**config.mk**
```make
export PLATFORM = sky130hd
export DESIGN_NAME = frame_packager_flat
export DESIGN_NICKNAME = d
export VERILOG_FILES = /design/src/rtl/frame_packager_pkg.sv /design/src/rtl/frame_packager_if.sv /design/src/rtl/packager_sync_fifo.sv /design/src/rtl/frame_packager.sv /design/src/flat_wrapper.sv
export SDC_FILE = /design/constraint.sdc
export NUM_CORES = 1
export LEC_CHECK = 0
export CAP_MARGIN = 15
export CORE_MARGIN = 5
export CORE_UTILIZATION = 40
export CTS_BUF_LIST = sky130_fd_sc_hd__clkbuf_2 sky130_fd_sc_hd__clkbuf_4 sky130_fd_sc_hd__clkbuf_8
export DETAILED_ROUTE_END_ITERATION = 6
export PLACE_DENSITY = 0.56
export SLEW_MARGIN = 25
export SYNTH_ARGS = -nofsm -noshare
export SYNTH_HDL_FRONTEND = slang
export SYNTH_SLANG_ARGS = --single-unit
export TNS_END_PERCENT = 1
```
**constraint.sdc**
```tcl
create_clock -name i_video_clk -period 10.6 [get_ports i_video_clk]
set_input_delay 1.06 -clock i_video_clk [delete_from_list [all_inputs] [get_ports i_video_clk]]
set_output_delay 1.06 -clock i_video_clk [all_outputs]
set_load 0.005 [all_outputs]
```
**src/rtl/frame_packager_pkg.sv**
```systemverilog
// Shared types and helpers for the frame packager: FSM state encoding and FIFO entry sizing.
// Latency: n/a (declarations only).
// Backpressure: n/a (declarations only).
package frame_packager_pkg;

    typedef enum logic [2:0] {
        ST_IDLE    = 3'd0,
        ST_ARMED   = 3'd1,
        ST_CAPTURE = 3'd2,
        ST_FLUSH   = 3'd3,
        ST_DONE    = 3'd4
    } fp_state_e;

`ifdef FRAME_PACKAGER_TUSER_EN
    localparam int TUSER_BITS = 1;
`else
    localparam int TUSER_BITS = 0;
`endif

    // One FIFO entry carries the pixel beat, the frame-tlast flag and, optionally, tuser.
    function automatic int fifo_entry_width(input int data_width);
        return data_width + 1 + TUSER_BITS;
    endfunction

endpackage

```
**src/rtl/frame_packager_if.sv**
```systemverilog
// Video-in / AXI-Stream-out bundle of the frame packager.
// Latency: n/a (wiring only).
// Backpressure: video_ready throttles the source, m_axis_tready throttles the packager.
// The slave modport is the packager's view; master is the surrounding environment's view.
// m_axis_tuser exists only when FRAME_PACKAGER_TUSER_EN is defined.
interface frame_packager_if #(
    parameter int DATA_WIDTH = 8
);
    logic [DATA_WIDTH-1:0] video_data;
    logic                  video_valid;
    logic                  video_ready;
    logic                  video_start_frame;
    logic                  video_tlast;
    logic [DATA_WIDTH-1:0] m_axis_tdata;
    logic                  m_axis_tvalid;
    logic                  m_axis_tlast;
    logic                  m_axis_tready;
`ifdef FRAME_PACKAGER_TUSER_EN
    logic                  m_axis_tuser;

    modport slave (
        input  video_data, video_valid, video_start_frame, video_tlast,
        output video_ready,
        output m_axis_tdata, m_axis_tvalid, m_axis_tlast, m_axis_tuser,
        input  m_axis_tready
    );

    modport master (
        output video_data, video_valid, video_start_frame, video_tlast,
        input  video_ready,
        input  m_axis_tdata, m_axis_tvalid, m_axis_tlast, m_axis_tuser,
        output m_axis_tready
    );
`else
    modport slave (
        input  video_data, video_valid, video_start_frame, video_tlast,
        output video_ready,
        output m_axis_tdata, m_axis_tvalid, m_axis_tlast,
        input  m_axis_tready
    );

    modport master (
        output video_data, video_valid, video_start_frame, video_tlast,
        input  video_ready,
        input  m_axis_tdata, m_axis_tvalid, m_axis_tlast,
        output m_axis_tready
    );
`endif
endinterface

```
**src/rtl/packager_sync_fifo.sv**
```systemverilog
// Single-clock first-word-fall-through FIFO with a registered output stage.
// Latency: entry written at edge N appears on o_rd_* after edge N+1 when the FIFO was empty.
// Backpressure: o_full from the registered count; output holds while i_rd_rdy is low.
// Ports: i_clk/i_rst (sync, active-high); i_wr_vld/i_wr_dat write side;
//        o_rd_vld/o_rd_dat/i_rd_rdy read side; o_full/o_empty/o_count status.
module packager_sync_fifo #(
    parameter int WIDTH = 9,
    parameter int DEPTH = 16
) (
    input  logic                     i_clk,
    input  logic                     i_rst,
    input  logic                     i_wr_vld,
    input  logic [WIDTH-1:0]         i_wr_dat,
    output logic                     o_rd_vld,
    output logic [WIDTH-1:0]         o_rd_dat,
    input  logic                     i_rd_rdy,
    output logic                     o_full,
    output logic                     o_empty,
    output logic [$clog2(DEPTH):0]   o_count
);
    localparam int AW = $clog2(DEPTH);
    localparam int CW = AW + 1;

    logic [WIDTH-1:0] r_mem [DEPTH];
    logic [AW-1:0]    r_wr_ptr;
    logic [AW-1:0]    r_rd_ptr;
    // Total occupancy: entries in r_mem plus the one held in the output register.
    logic [CW-1:0]    r_count;
    logic             r_out_vld;
    logic [WIDTH-1:0] r_out_dat;

    logic             w_wr;
    logic             w_rd;
    logic [CW-1:0]    w_mem_cnt;
    logic             w_load;

    assign w_wr      = i_wr_vld & ~o_full;
    assign w_rd      = r_out_vld & i_rd_rdy;
    assign w_mem_cnt = r_count - CW'(r_out_vld);
    // Refill the output register whenever it is free or being consumed this cycle.
    assign w_load    = (w_mem_cnt != '0) & (~r_out_vld | w_rd);

    always_ff @(posedge i_clk) begin
        if (w_wr) begin
            r_mem[r_wr_ptr] <= i_wr_dat;
        end
    end

    always_ff @(posedge i_clk) begin
        if (i_rst) begin
            r_wr_ptr  <= '0;
            r_rd_ptr  <= '0;
            r_count   <= '0;
            r_out_vld <= 1'b0;
            r_out_dat <= '0;
        end else begin
            if (w_wr) begin
                r_wr_ptr <= r_wr_ptr + 1'b1;
            end
            if (w_load) begin
                r_out_dat <= r_mem[r_rd_ptr];
                r_rd_ptr  <= r_rd_ptr + 1'b1;
                r_out_vld <= 1'b1;
            end else if (w_rd) begin
                r_out_vld <= 1'b0;
            end
            r_count <= r_count + CW'(w_wr) - CW'(w_rd);
        end
    end

    assign o_rd_vld = r_out_vld;
    assign o_rd_dat = r_out_dat;
    assign o_full   = (r_count == CW'(DEPTH));
    assign o_empty  = (r_count == '0);
    assign o_count  = r_count;

endmodule

```
**src/rtl/frame_packager.sv**
```systemverilog
// Captures line_count video lines from a start-of-frame marker into an AXI-Stream frame.
// Latency: beat accepted at edge N leaves on m_axis_* after edge N+1 when the buffer is empty.
// Backpressure: m_axis_tready stalls the output; video_ready drops only while capturing with a full buffer.
// Ports: i_video_clk, i_video_reset/i_soft_reset (sync, active-high), i_enable, i_continuous,
//        i_line_count; io_bus carries video_* in and m_axis_* out; o_t_last_count, o_busy,
//        o_frame_done (one-cycle pulse), o_aborted (sticky).
// Optional: FRAME_PACKAGER_TUSER_EN adds m_axis_tuser flagging the start-of-frame beat.
module frame_packager
    import frame_packager_pkg::*;
#(
    parameter int DATA_WIDTH  = 8,
    parameter int FIFO_DEPTH  = 16,
    parameter int COUNT_WIDTH = 32
) (
    input  logic                   i_video_clk,
    input  logic                   i_video_reset,
    input  logic                   i_soft_reset,
    input  logic                   i_enable,
    input  logic                   i_continuous,
    input  logic [COUNT_WIDTH-1:0] i_line_count,
    frame_packager_if.slave        io_bus,
    output logic [COUNT_WIDTH-1:0] o_t_last_count,
    output logic                   o_busy,
    output logic                   o_frame_done,
    output logic                   o_aborted
);
    localparam int EW = fifo_entry_width(DATA_WIDTH);
    localparam int FCW = $clog2(FIFO_DEPTH) + 1;

    fp_state_e              r_state;
    fp_state_e              w_next_state;
    logic [COUNT_WIDTH-1:0] r_t_last_count;
    logic                   r_aborted;
    logic                   r_frame_done;

    logic                   w_rst;
    logic [COUNT_WIDTH-1:0] w_target;
    logic [COUNT_WIDTH-1:0] w_cnt_inc;
    logic                   w_start;
    logic                   w_start_last;
    logic                   w_cap_accept;
    logic                   w_cap_line_end;
    logic                   w_cap_last;

    logic                   w_video_ready;
    logic                   w_fifo_wr;
    logic                   w_last_bit;
    logic [EW-1:0]          w_wr_entry;
    logic [EW-1:0]          w_rd_entry;
    logic                   w_rd_vld;
    logic                   w_fifo_full;
    logic                   w_fifo_empty;
    logic [FCW-1:0]         w_fifo_count;

    assign w_rst    = i_video_reset | i_soft_reset;
    assign w_target = (i_line_count == '0) ? COUNT_WIDTH'(1) : i_line_count;
    // Saturating increment of the completed-line counter.
    assign w_cnt_inc = (r_t_last_count == '1) ? r_t_last_count
                                              : r_t_last_count + COUNT_WIDTH'(1);

    // Outside CAPTURE the source is never stalled, so the start beat needs no ready term.
    assign w_start        = (r_state == ST_ARMED) & i_enable & io_bus.video_valid
                          & io_bus.video_start_frame;
    // A one-line frame can finish on its own start beat.
    assign w_start_last   = w_start & io_bus.video_tlast & (w_target == COUNT_WIDTH'(1));
    assign w_cap_accept   = (r_state == ST_CAPTURE) & io_bus.video_valid & ~w_fifo_full;
    assign w_cap_line_end = w_cap_accept & io_bus.video_tlast;
    assign w_cap_last     = w_cap_line_end & (w_cnt_inc == w_target);

    always_ff @(posedge i_video_clk) begin
        if (w_rst) begin
            r_state <= ST_IDLE;
        end else begin
            r_state <= w_next_state;
        end
    end

    always_comb begin
        w_next_state = r_state;
        case (r_state)
            ST_IDLE: begin
                if (i_enable) w_next_state = ST_ARMED;
            end
            ST_ARMED: begin
                if (!i_enable)         w_next_state = ST_IDLE;
                else if (w_start_last) w_next_state = ST_FLUSH;
                else if (w_start)      w_next_state = ST_CAPTURE;
            end
            ST_CAPTURE: begin
                if (!i_enable || w_cap_last) w_next_state = ST_FLUSH;
            end
            ST_FLUSH: begin
                if (w_fifo_count == '0) begin
                    if (i_continuous && i_enable) w_next_state = ST_ARMED;
                    else if (i_enable)            w_next_state = ST_DONE;
                    else                          w_next_state = ST_IDLE;
                end
            end
            ST_DONE: begin
                if (!i_enable) w_next_state = ST_IDLE;
            end
            default: w_next_state = ST_IDLE;
        endcase
    end

    always_comb begin
        w_video_ready = 1'b1;
        w_fifo_wr     = 1'b0;
        w_last_bit    = 1'b0;
        case (r_state)
            ST_ARMED: begin
                w_fifo_wr  = w_start;
                w_last_bit = w_start_last;
            end
            ST_CAPTURE: begin
                w_video_ready = ~w_fifo_full;
                w_fifo_wr     = w_cap_accept;
                w_last_bit    = w_cap_last;
            end
            default: begin
                w_video_ready = 1'b1;
            end
        endcase
    end

    always_ff @(posedge i_video_clk) begin
        if (w_rst) begin
            r_t_last_count <= '0;
            r_aborted      <= 1'b0;
            r_frame_done   <= 1'b0;
        end else begin
            r_frame_done <= w_rd_vld & io_bus.m_axis_tready & w_rd_entry[DATA_WIDTH];
            if (w_start) begin
                r_t_last_count <= io_bus.video_tlast ? COUNT_WIDTH'(1) : '0;
                r_aborted      <= 1'b0;
            end else if (w_cap_line_end) begin
                r_t_last_count <= w_cnt_inc;
            end
            if ((r_state == ST_CAPTURE) && !i_enable) begin
                r_aborted <= 1'b1;
            end
        end
    end

`ifdef FRAME_PACKAGER_TUSER_EN
    assign w_wr_entry = {w_start, w_last_bit, io_bus.video_data};
    assign io_bus.m_axis_tuser = w_rd_entry[DATA_WIDTH+1];
`else
    assign w_wr_entry = {w_last_bit, io_bus.video_data};
`endif

    packager_sync_fifo #(
        .WIDTH (EW),
        .DEPTH (FIFO_DEPTH)
    ) u_fifo (
        .i_clk    (i_video_clk),
        .i_rst    (w_rst),
        .i_wr_vld (w_fifo_wr),
        .i_wr_dat (w_wr_entry),
        .o_rd_vld (w_rd_vld),
        .o_rd_dat (w_rd_entry),
        .i_rd_rdy (io_bus.m_axis_tready),
        .o_full   (w_fifo_full),
        .o_empty  (w_fifo_empty),
        .o_count  (w_fifo_count)
    );

    assign io_bus.video_ready   = w_video_ready;
    assign io_bus.m_axis_tvalid = w_rd_vld;
    assign io_bus.m_axis_tdata  = w_rd_entry[DATA_WIDTH-1:0];
    assign io_bus.m_axis_tlast  = w_rd_entry[DATA_WIDTH];

    assign o_t_last_count = r_t_last_count;
    assign o_aborted      = r_aborted;
    assign o_frame_done   = r_frame_done;
    assign o_busy         = ((r_state != ST_IDLE) && (r_state != ST_DONE)) || !w_fifo_empty;

endmodule

```
**src/flat_wrapper.sv**
```systemverilog
// flat-port wrapper written by rule: the top's interface ports become plain ports
module frame_packager_flat import frame_packager_pkg::*;
#(
    parameter int DATA_WIDTH  = 8,
    parameter int FIFO_DEPTH  = 16,
    parameter int COUNT_WIDTH = 32
)
  (i_video_clk, i_video_reset, i_soft_reset, i_enable, i_continuous, i_line_count, o_t_last_count, o_busy, o_frame_done, o_aborted, io_bus_video_data, io_bus_video_valid, io_bus_video_start_frame, io_bus_video_tlast, io_bus_video_ready, io_bus_m_axis_tdata, io_bus_m_axis_tvalid, io_bus_m_axis_tlast, io_bus_m_axis_tready);
  frame_packager_if #(.DATA_WIDTH(DATA_WIDTH)) io_bus_i ();
  input  logic i_video_clk;
  input  logic i_video_reset;
  input  logic i_soft_reset;
  input  logic i_enable;
  input  logic i_continuous;
  input  logic [COUNT_WIDTH-1:0] i_line_count;
  output logic [COUNT_WIDTH-1:0] o_t_last_count;
  output logic o_busy;
  output logic o_frame_done;
  output logic o_aborted;
  input wire logic [$bits(io_bus_i.video_data)-1:0] io_bus_video_data;
  input wire logic [$bits(io_bus_i.video_valid)-1:0] io_bus_video_valid;
  input wire logic [$bits(io_bus_i.video_start_frame)-1:0] io_bus_video_start_frame;
  input wire logic [$bits(io_bus_i.video_tlast)-1:0] io_bus_video_tlast;
  output wire logic [$bits(io_bus_i.video_ready)-1:0] io_bus_video_ready;
  output wire logic [$bits(io_bus_i.m_axis_tdata)-1:0] io_bus_m_axis_tdata;
  output wire logic [$bits(io_bus_i.m_axis_tvalid)-1:0] io_bus_m_axis_tvalid;
  output wire logic [$bits(io_bus_i.m_axis_tlast)-1:0] io_bus_m_axis_tlast;
  input wire logic [$bits(io_bus_i.m_axis_tready)-1:0] io_bus_m_axis_tready;
  assign io_bus_i.video_data = io_bus_video_data;
  assign io_bus_i.video_valid = io_bus_video_valid;
  assign io_bus_i.video_start_frame = io_bus_video_start_frame;
  assign io_bus_i.video_tlast = io_bus_video_tlast;
  assign io_bus_video_ready = io_bus_i.video_ready;
  assign io_bus_m_axis_tdata = io_bus_i.m_axis_tdata;
  assign io_bus_m_axis_tvalid = io_bus_i.m_axis_tvalid;
  assign io_bus_m_axis_tlast = io_bus_i.m_axis_tlast;
  assign io_bus_i.m_axis_tready = io_bus_m_axis_tready;
  frame_packager #(.DATA_WIDTH(DATA_WIDTH), .FIFO_DEPTH(FIFO_DEPTH), .COUNT_WIDTH(COUNT_WIDTH)) u_core (.i_video_clk(i_video_clk), .i_video_reset(i_video_reset), .i_soft_reset(i_soft_reset), .i_enable(i_enable), .i_continuous(i_continuous), .i_line_count(i_line_count), .io_bus(io_bus_i), .o_t_last_count(o_t_last_count), .o_busy(o_busy), .o_frame_done(o_frame_done), .o_aborted(o_aborted));
endmodule
```
# Yosys cells after proc, flatten, opt, wreduce, memory -nomap -nowiden
# Memory sizes are Yosys's and may differ from the RTL's. A register that Yosys moved wholly into a read port is not among the register bits.
# Index checks and enable logic that the tools add are counted.
[word_totals]
regBits = 51
ramBits = 144
in_bits = 49
output_inout_bits = 46
elab_cells = 86
n_memories = 1
[mem_list]
columns = ["name", "depth", "width", "read_ports", "rd_clocked_by_memory_dff", "write_ports", "line", "text"]
rows = [
  ["u_core.u_fifo.r_mem", 16, 9, 1, 1, 1, "packager_sync_fifo.sv:24", "logic [WIDTH-1:0] r_mem [DEPTH];"],
]
[op_classes]
add_sub_neg = 6
eq_ne = 14
muxes = 24
bitwise = 17
reduce_logical = 16
[ops]
columns = ["op", "n"]
rows = [
  ["two-way mux 32 bit", 4],
  ["adder 32 x 1 -> 32 bit, second input constant", 1],
  ["== test 32 x 1 -> 1 bit, second input constant", 1],
  ["== test 32 bit", 1],
  ["== test 32 bit, second input constant", 1],
  ["logical NOT 32 bit", 1],
  ["two-way mux 3 bit", 9],
  ["one-hot mux 3 bit (5 select lines)", 1],
  ["AND 1 bit", 13],
  ["subtractor 5 x 1 -> 5 bit", 2],
  ["adder 4 x 1 -> 4 bit, second input constant", 2],
  ["two-way mux 1 bit", 8],
  ["== test 3 x 2 -> 1 bit, second input constant", 2],
  ["inequality test 2 bit, second input constant", 3],
  ["nonzero test 2 bit", 3],
  ["adder 5 x 1 -> 5 bit", 1],
  ["== test 5 bit, second input constant", 1],
  ["logical NOT 5 bit", 1],
  ["AND reduction 5 bit", 1],
  ["nonzero test 5 bit", 1],
  ["inequality test 4 x 2 -> 1 bit, second input constant", 1],
  ["one-hot mux 1 bit (2 select lines)", 2],
  ["== test 3 x 1 -> 1 bit, second input constant", 1],
  ["== test 3 bit, second input constant", 1],
  ["9 further kinds", 15],
]

# Logic depth before layout (Yosys ltp)
[logic_depth]
ltp_word = 9
ltp_mapped = 17
depth_no_buf = 15

# By module
# From an unflattened synthesis, not the netlist that was laid out.
[hier_totals]
cells_unflattened = 873
hier_area_um2 = 10247.3
[modules_own_cells]
columns = ["mod", "n_inst", "cells_each", "area_each_um2", "seq_area_each_um2"]
rows = [
  ["packager_sync_fifo", 1, 398, 6825.3, 4784.6],
  ["frame_packager", 1, 475, 3422.0, 740.7],
]

# Least setup slack after synthesis
# OpenSTA, ideal clock, no wires.
[synth_path]
kind = "in2reg"
startpoint = "in i_enable"
endpoint = "reg u_core.u_fifo.r_count[4] (netlist: u_core.u_fifo.o_count[4])"
setup_time_ns = 0.132
arrival_ns = 3.709
t_required_ns = 10.468
slack_ns = 6.759
cell_stages = 16
path_cell_list = "nor4bb_1 > and2_1 > clkbuf_1 > a31oi_1 > nor3_1 > inv_1 > ha_1 > inv_1 > ha_1 > inv_1 > fa_1 > nor2_1 > nor2_1 > nor2_1 > or3_1 > a21oi_1"
[synth_between]
elab_chain_cells = 7
[synth_lines]
columns = ["item", "line", "text"]
rows = [
  ["from (decl)", "flat_wrapper.sv:13", "input logic i_enable;"],
  ["AND 1 bit (2 in series)", "frame_packager.sv:62", "assign w_start = (r_state == ST_ARMED) & i_enable & io_bus.video_valid"],
  ["AND 1 bit", "frame_packager.sv:63", "& io_bus.video_start_frame;"],
  ["one-hot mux 1 bit (2 select lines)", "frame_packager.sv:110", "case (r_state)"],
  ["AND 1 bit", "packager_sync_fifo.sv:37", "assign w_wr = i_wr_vld & ~o_full;"],
  ["adder 5 x 1 -> 5 bit", "packager_sync_fifo.sv:67", "r_count <= r_count + CW'(w_wr) - CW'(w_rd);"],
  ["subtractor 5 x 1 -> 5 bit", "packager_sync_fifo.sv:67", ""],
  ["to (signal assigned)", "packager_sync_fifo.sv:67", ""],
  ["to (decl)", "packager_sync_fifo.sv:28", "logic [CW-1:0] r_count;"],
]
# No other way between the ends.
# A chain may end at the register's enable or synchronous reset.

# Worst setup path after layout
[layout_path]
startpoint = "reg u_core.r_t_last_count[0] (netlist: u_core.o_t_last_count[0])"
endpoint = "mem u_core.u_fifo.r_mem[14][8] (data pin)"
[layout_between]
elab_chain_cells = 5
elab_cells_between_ends = 6
classes_between = "add/sub: 1; eq/ne: 2; mux: 2; bitwise: 1"
[layout_lines]
columns = ["item", "line", "text"]
rows = [
  ["from (decl)", "frame_packager.sv:32", "logic [COUNT_WIDTH-1:0] r_t_last_count;"],
  ["from (signal assigned)", "frame_packager.sv:134", "r_t_last_count <= io_bus.video_tlast ? COUNT_WIDTH'(1) : '0;"],
  ["from (signal assigned)", "frame_packager.sv:137", "r_t_last_count <= w_cnt_inc;"],
  ["adder 32 x 1 -> 32 bit or == test 32 bit (tied branches)", "frame_packager.sv:59, frame_packager.sv:58", ""],
  ["two-way mux 32 bit *", "frame_packager.sv:58", "assign w_cnt_inc = (r_t_last_count == '1) ? r_t_last_count"],
  ["== test 32 bit *", "frame_packager.sv:68", "assign w_cap_last = w_cap_line_end & (w_cnt_inc == w_target);"],
  ["AND 1 bit *", "frame_packager.sv:68", ""],
  ["one-hot mux 1 bit (2 select lines) *", "frame_packager.sv:110", ""],
  ["named net u_core.w_last_bit", "frame_packager.sv:47", "logic w_last_bit;"],
  ["to (decl)", "packager_sync_fifo.sv:24", ""],
]
# The timed path passes the listed nets; every way through them passes the cells marked *.

==> out/metrics.csv <==
stage,metric,value,unit
place,cell total after placement,1317,
logic_synthesis,count of unique library cells instantiated by Yosys,74,
clock_network,Max clock buf depth,3,
final_layout,nets@finish,1086,
logic_synthesis,Mapped Cells,937,
clock_network,cts repair resizes,0,
routing,DRC Markers,0,
setup_path,Worst Path Required,10.82,ns
routing,first drt pass iteration count,5,
final_layout,post-route insts no fill,1385,
logic_synthesis,syn_area_per_cell,11.14,µm²
clock_network,Root Driver,clkbuf_8,
floorplanning,chip height,171.5,µm
setup_path,CP startpoint kind,flop,
setup_path,"Buf+Inv Stages, Crit Path",0,
routing,Iter 0 DRT Violations,736,
setup_path,Crit. End Element,flop,
worst_hold_path,Hold WC Path Type,flop to flop,
status,status,"finished, final reports clean",
routing,antenna-violating nets left,0,
setup_path,"Max stage delay cell, worst path",a41o_1,
sta,slew at the pin closest to its max-slew limit,1.052,ns
power,VDD IR max,0.0001332,V
logic_synthesis,"Top FF cell, synth",edfxtp_1,
clock_network,TritonCTS clock tree,yes,
floorplanning,Die Width,171.5,µm
sta,Final Slew Violations,0,
clock_network,Num CTS Buffers,37,
sta,RSZ-0062 raised after global routing,false,
floorplanning,Die Area,29420,µm²
final_layout,area of the multi-input gates,4602,µm²
clock_network,"CTS clk-pin slew, worst paths",0.06,ns
floorplanning,Top Ports,95,
sta,Setup TNS,0,ns
floorplanning,initial core utilization,40.28,%
final_layout,Layout area overhead,19.18,%
clock_network,worst-skew pair later-pin latency,0.55,ns
sta,minimum clock period,4.424,ns
routing,via count,8045,
setup_path,CP Max Fanout,22,
setup_path,CP Data Arrival Time,4.64,ns
sta,clock skew,0.05414,ns
final_layout,Antenna Cells,0,
power,Design Power,0.002005,W
sta,max_slew headroom,28.94,%
final_layout,layout cell share with drive strength beyond 1,11.52,%
sta,Finish-stage setup viols,0,
floorplanning,FP Rows,59,
routing,drt wl/cell,22.18,µm
logic_synthesis,Post-synth EDFFs,144,
global_routing,GRT overflow,0,
floorplanning,Core ar.,25910,µm²
logic_synthesis,Synthesized Nets,1002,
global_routing,first-pass GRT wire length,46870,µm
logic_synthesis,Async SR Flop Fraction,0,%
routing,via/cell ratio,5.809,
place,GP Congestion,0.9539,
setup_path,kind of critical path,flop to flop,
logic_synthesis,"Seq/Total Area, Yosys",52.94,%
logic_synthesis,Synthesis Warnings,0,
global_routing,initial antenna violation count,0,
logic_synthesis,mapped cell area,10440,µm²
sta,final period utilization,41.74,%
place,I/O Buffers,94,
power,P_leak,3.912,nW
setup_path,crit path cell chain,"ha_1, and4_1, and4_4, nand2_1, a2111oi_0, o211ai_1, or4b_1, a2111oi_2, a41o_1",
sta,Final Hold Viols,0,
place,Post-DP HPWL,21550,µm
setup_path,"delay-heaviest family, CP",compound AO/OA/AOI/OAI gates,
flow_run,Max Cap Viol,0,
global_routing,Global Route Usage Sum,20.73,%
power,Power Dens Cells,161.2,nW/µm²
setup_path,CP max stage delay,0.66,ns
clock_network,CTS Sinks,204,
clock_network,CTS Hold Buffers Added,0,
global_routing,vias in the first global route,7928,
routing,total wire length,30720,µm
clock_network,H-tree depth,2,
final_layout,FILL cells,2373,
sta,max frequency,226.0,MHz
final_layout,Post-Route Utilization,48.01,%
final_layout,register area,5529,µm²
clock_network,setup bufs post-CTS,0,
global_routing,largest net degree at the start of global routing,56,
logic_synthesis,"FF+latch count, synth",204,
[cell families (layout without fill, tap and decap cells)]
kind of cell	count (synthesis)	after routing	share of synthesized area (%)
and+or+nand+nor	330	330	17.07
DFF	204	204	52.94
AOI/OAI and AO/OA	193	193	11.81
buffers and inverters	76	189	3.141
muxes	63	63	8.307
xor gates and xnor gates	55	55	4.747
adders and majority gates	16	16	1.990
[stage by stage]
stage | worst slack (ns) | area, µm² | hold WS (ns)
floorplan | 6.759 | 10440 | 0.4814
finish | 6.176 | 12440 | 0.5196
CTS | 6.121 | 12430 | 0.5250
global placement | 5.719 | 11620 | 0.4735
global route | 5.986 | 12440 | 0.5479
detailed placement | 5.578 | 11620 | 0.5012
[final timing paths]
| check | start | endpoint | slack (ns) | depth (start not counted) |
|---|---|---|---|---|
| min | u_core.u_fifo.o_rd_dat[5] | u_core.u_fifo.o_rd_dat[5] | 0.52 | 2 |
| max reg2reg | u_core.o_t_last_count[0] | u_core.u_fifo.r_mem[14][8] | 6.18 | 9 |
| min reg2reg | u_core.u_fifo.o_rd_dat[5] | u_core.u_fifo.o_rd_dat[5] | 0.52 | 2 |
| max | u_core.o_t_last_count[0] | u_core.u_fifo.r_mem[14][8] | 6.18 | 9 |
[report_power, final]
group | switching [W] | internal (W)
Clock | 0.000331 | 0.000465
Combinational | 0.000165 | 0.000149
Sequential | 0.0000253 | 0.000869
Total | 0.000521 | 0.00148
[placed cells by master (no fill, tap or decap), types with 11 or more instances in the layout]
cell	count
a22oi_1	15
o21ai_0	61
ha_1	15
nor2_1	93
clkbuf_8	44
nor4_1	16
nor3_1	26
xor2_1	24
nand3_1	33
mux2i_1	36
edfxtp_1	144
clkdlybuf4s50_1	94
mux4_2	18
buf_4	11
nand2_1	54
xnor2_1	30
nand4_1	23
a21oi_1	51
inv_1	16
nand3b_1	11
dfxtp_1	59
[synthesized netlist by cell type (3+ instances only)]
cell / count / area, µm²
a221oi_1: 9 / 78.83
mux2i_1: 36 / 360.4
and3_1: 9 / 56.30
xor2_1: 24 / 210.2
nor4_1: 16 / 100.1
inv_1: 16 / 60.06
edfxtp_1: 144 / 4324
buf_1: 8 / 30.03
nor3_1: 27 / 135.1
and2_1: 10 / 62.56
nor2_1: 93 / 349.1
a21oi_1: 51 / 255.2
nand2b_1: 9 / 56.30
ha_1: 15 / 187.7
or4_1: 4 / 30.03
xnor2_1: 30 / 262.8
mux4_2: 18 / 405.4
a41oi_1: 4 / 35.03
buf_2: 15 / 75.07
nor4bb_1: 3 / 30.03
buf_4: 4 / 30.03
nand2_1: 54 / 202.7
a21boi_0: 3 / 22.52
a22oi_1: 15 / 112.6
a31oi_1: 5 / 31.28
nand3b_1: 11 / 82.58
a211o_1: 3 / 26.28
a211oi_1: 9 / 67.56
o31ai_1: 3 / 22.52
nor4_4: 3 / 63.81
nor2b_1: 6 / 37.54
and4_1: 9 / 78.83
clkbuf_1: 31 / 116.4
or3_1: 5 / 31.28
dfxtp_1: 60 / 1201
mux2_2: 9 / 101.4
o21ai_0: 61 / 305.3
a311oi_1: 6 / 52.55
nand4_1: 23 / 143.9
a2111oi_0: 4 / 35.03
nand3_1: 33 / 165.2
[sequential cells by signal (all words and copies together), names as in the netlist]
signal                  count
u_core.u_fifo.r_mem       144
u_core.o_t_last_count      32
u_core.u_fifo.o_rd_dat      9
u_core.u_fifo.o_count       5
u_core.u_fifo.r_rd_ptr      4
u_core.u_fifo.r_wr_ptr      4
u_core.r_state              3
u_core.o_aborted            1
u_core.o_frame_done         1
u_core.u_fifo.o_rd_vld      1
[per-layer routing]
layer / vias up / GRT usage, % / routed length [µm]
li1: 3749 / - / -
met1: 3899 / 28.15 / 13000
met2: 323 / 33.15 / 14220
met3: 74 / 3.470 / 2286
met4: 0 / 8.577 / 1201
met5: - / 0 / 0
[tightest hold or removal path, delay by kind of cell (launching register included)]
kind	cells	cell delay, ns
compound gates	1	0.08
simple gates	1	0.08
flops	1	0.32
[area by class of cell]
type | instances | area share [%]
clock buffer | 54 | 5.472
clock inverter | 14 | 1.006
inverter | 16 | 0.4828
multi-input combinational | 657 | 36.99
sequential | 204 | 44.45
tap | 335 | 3.370
timing repair buffer | 105 | 8.228
Note: power is estimated with default switching activity, not from simulation.
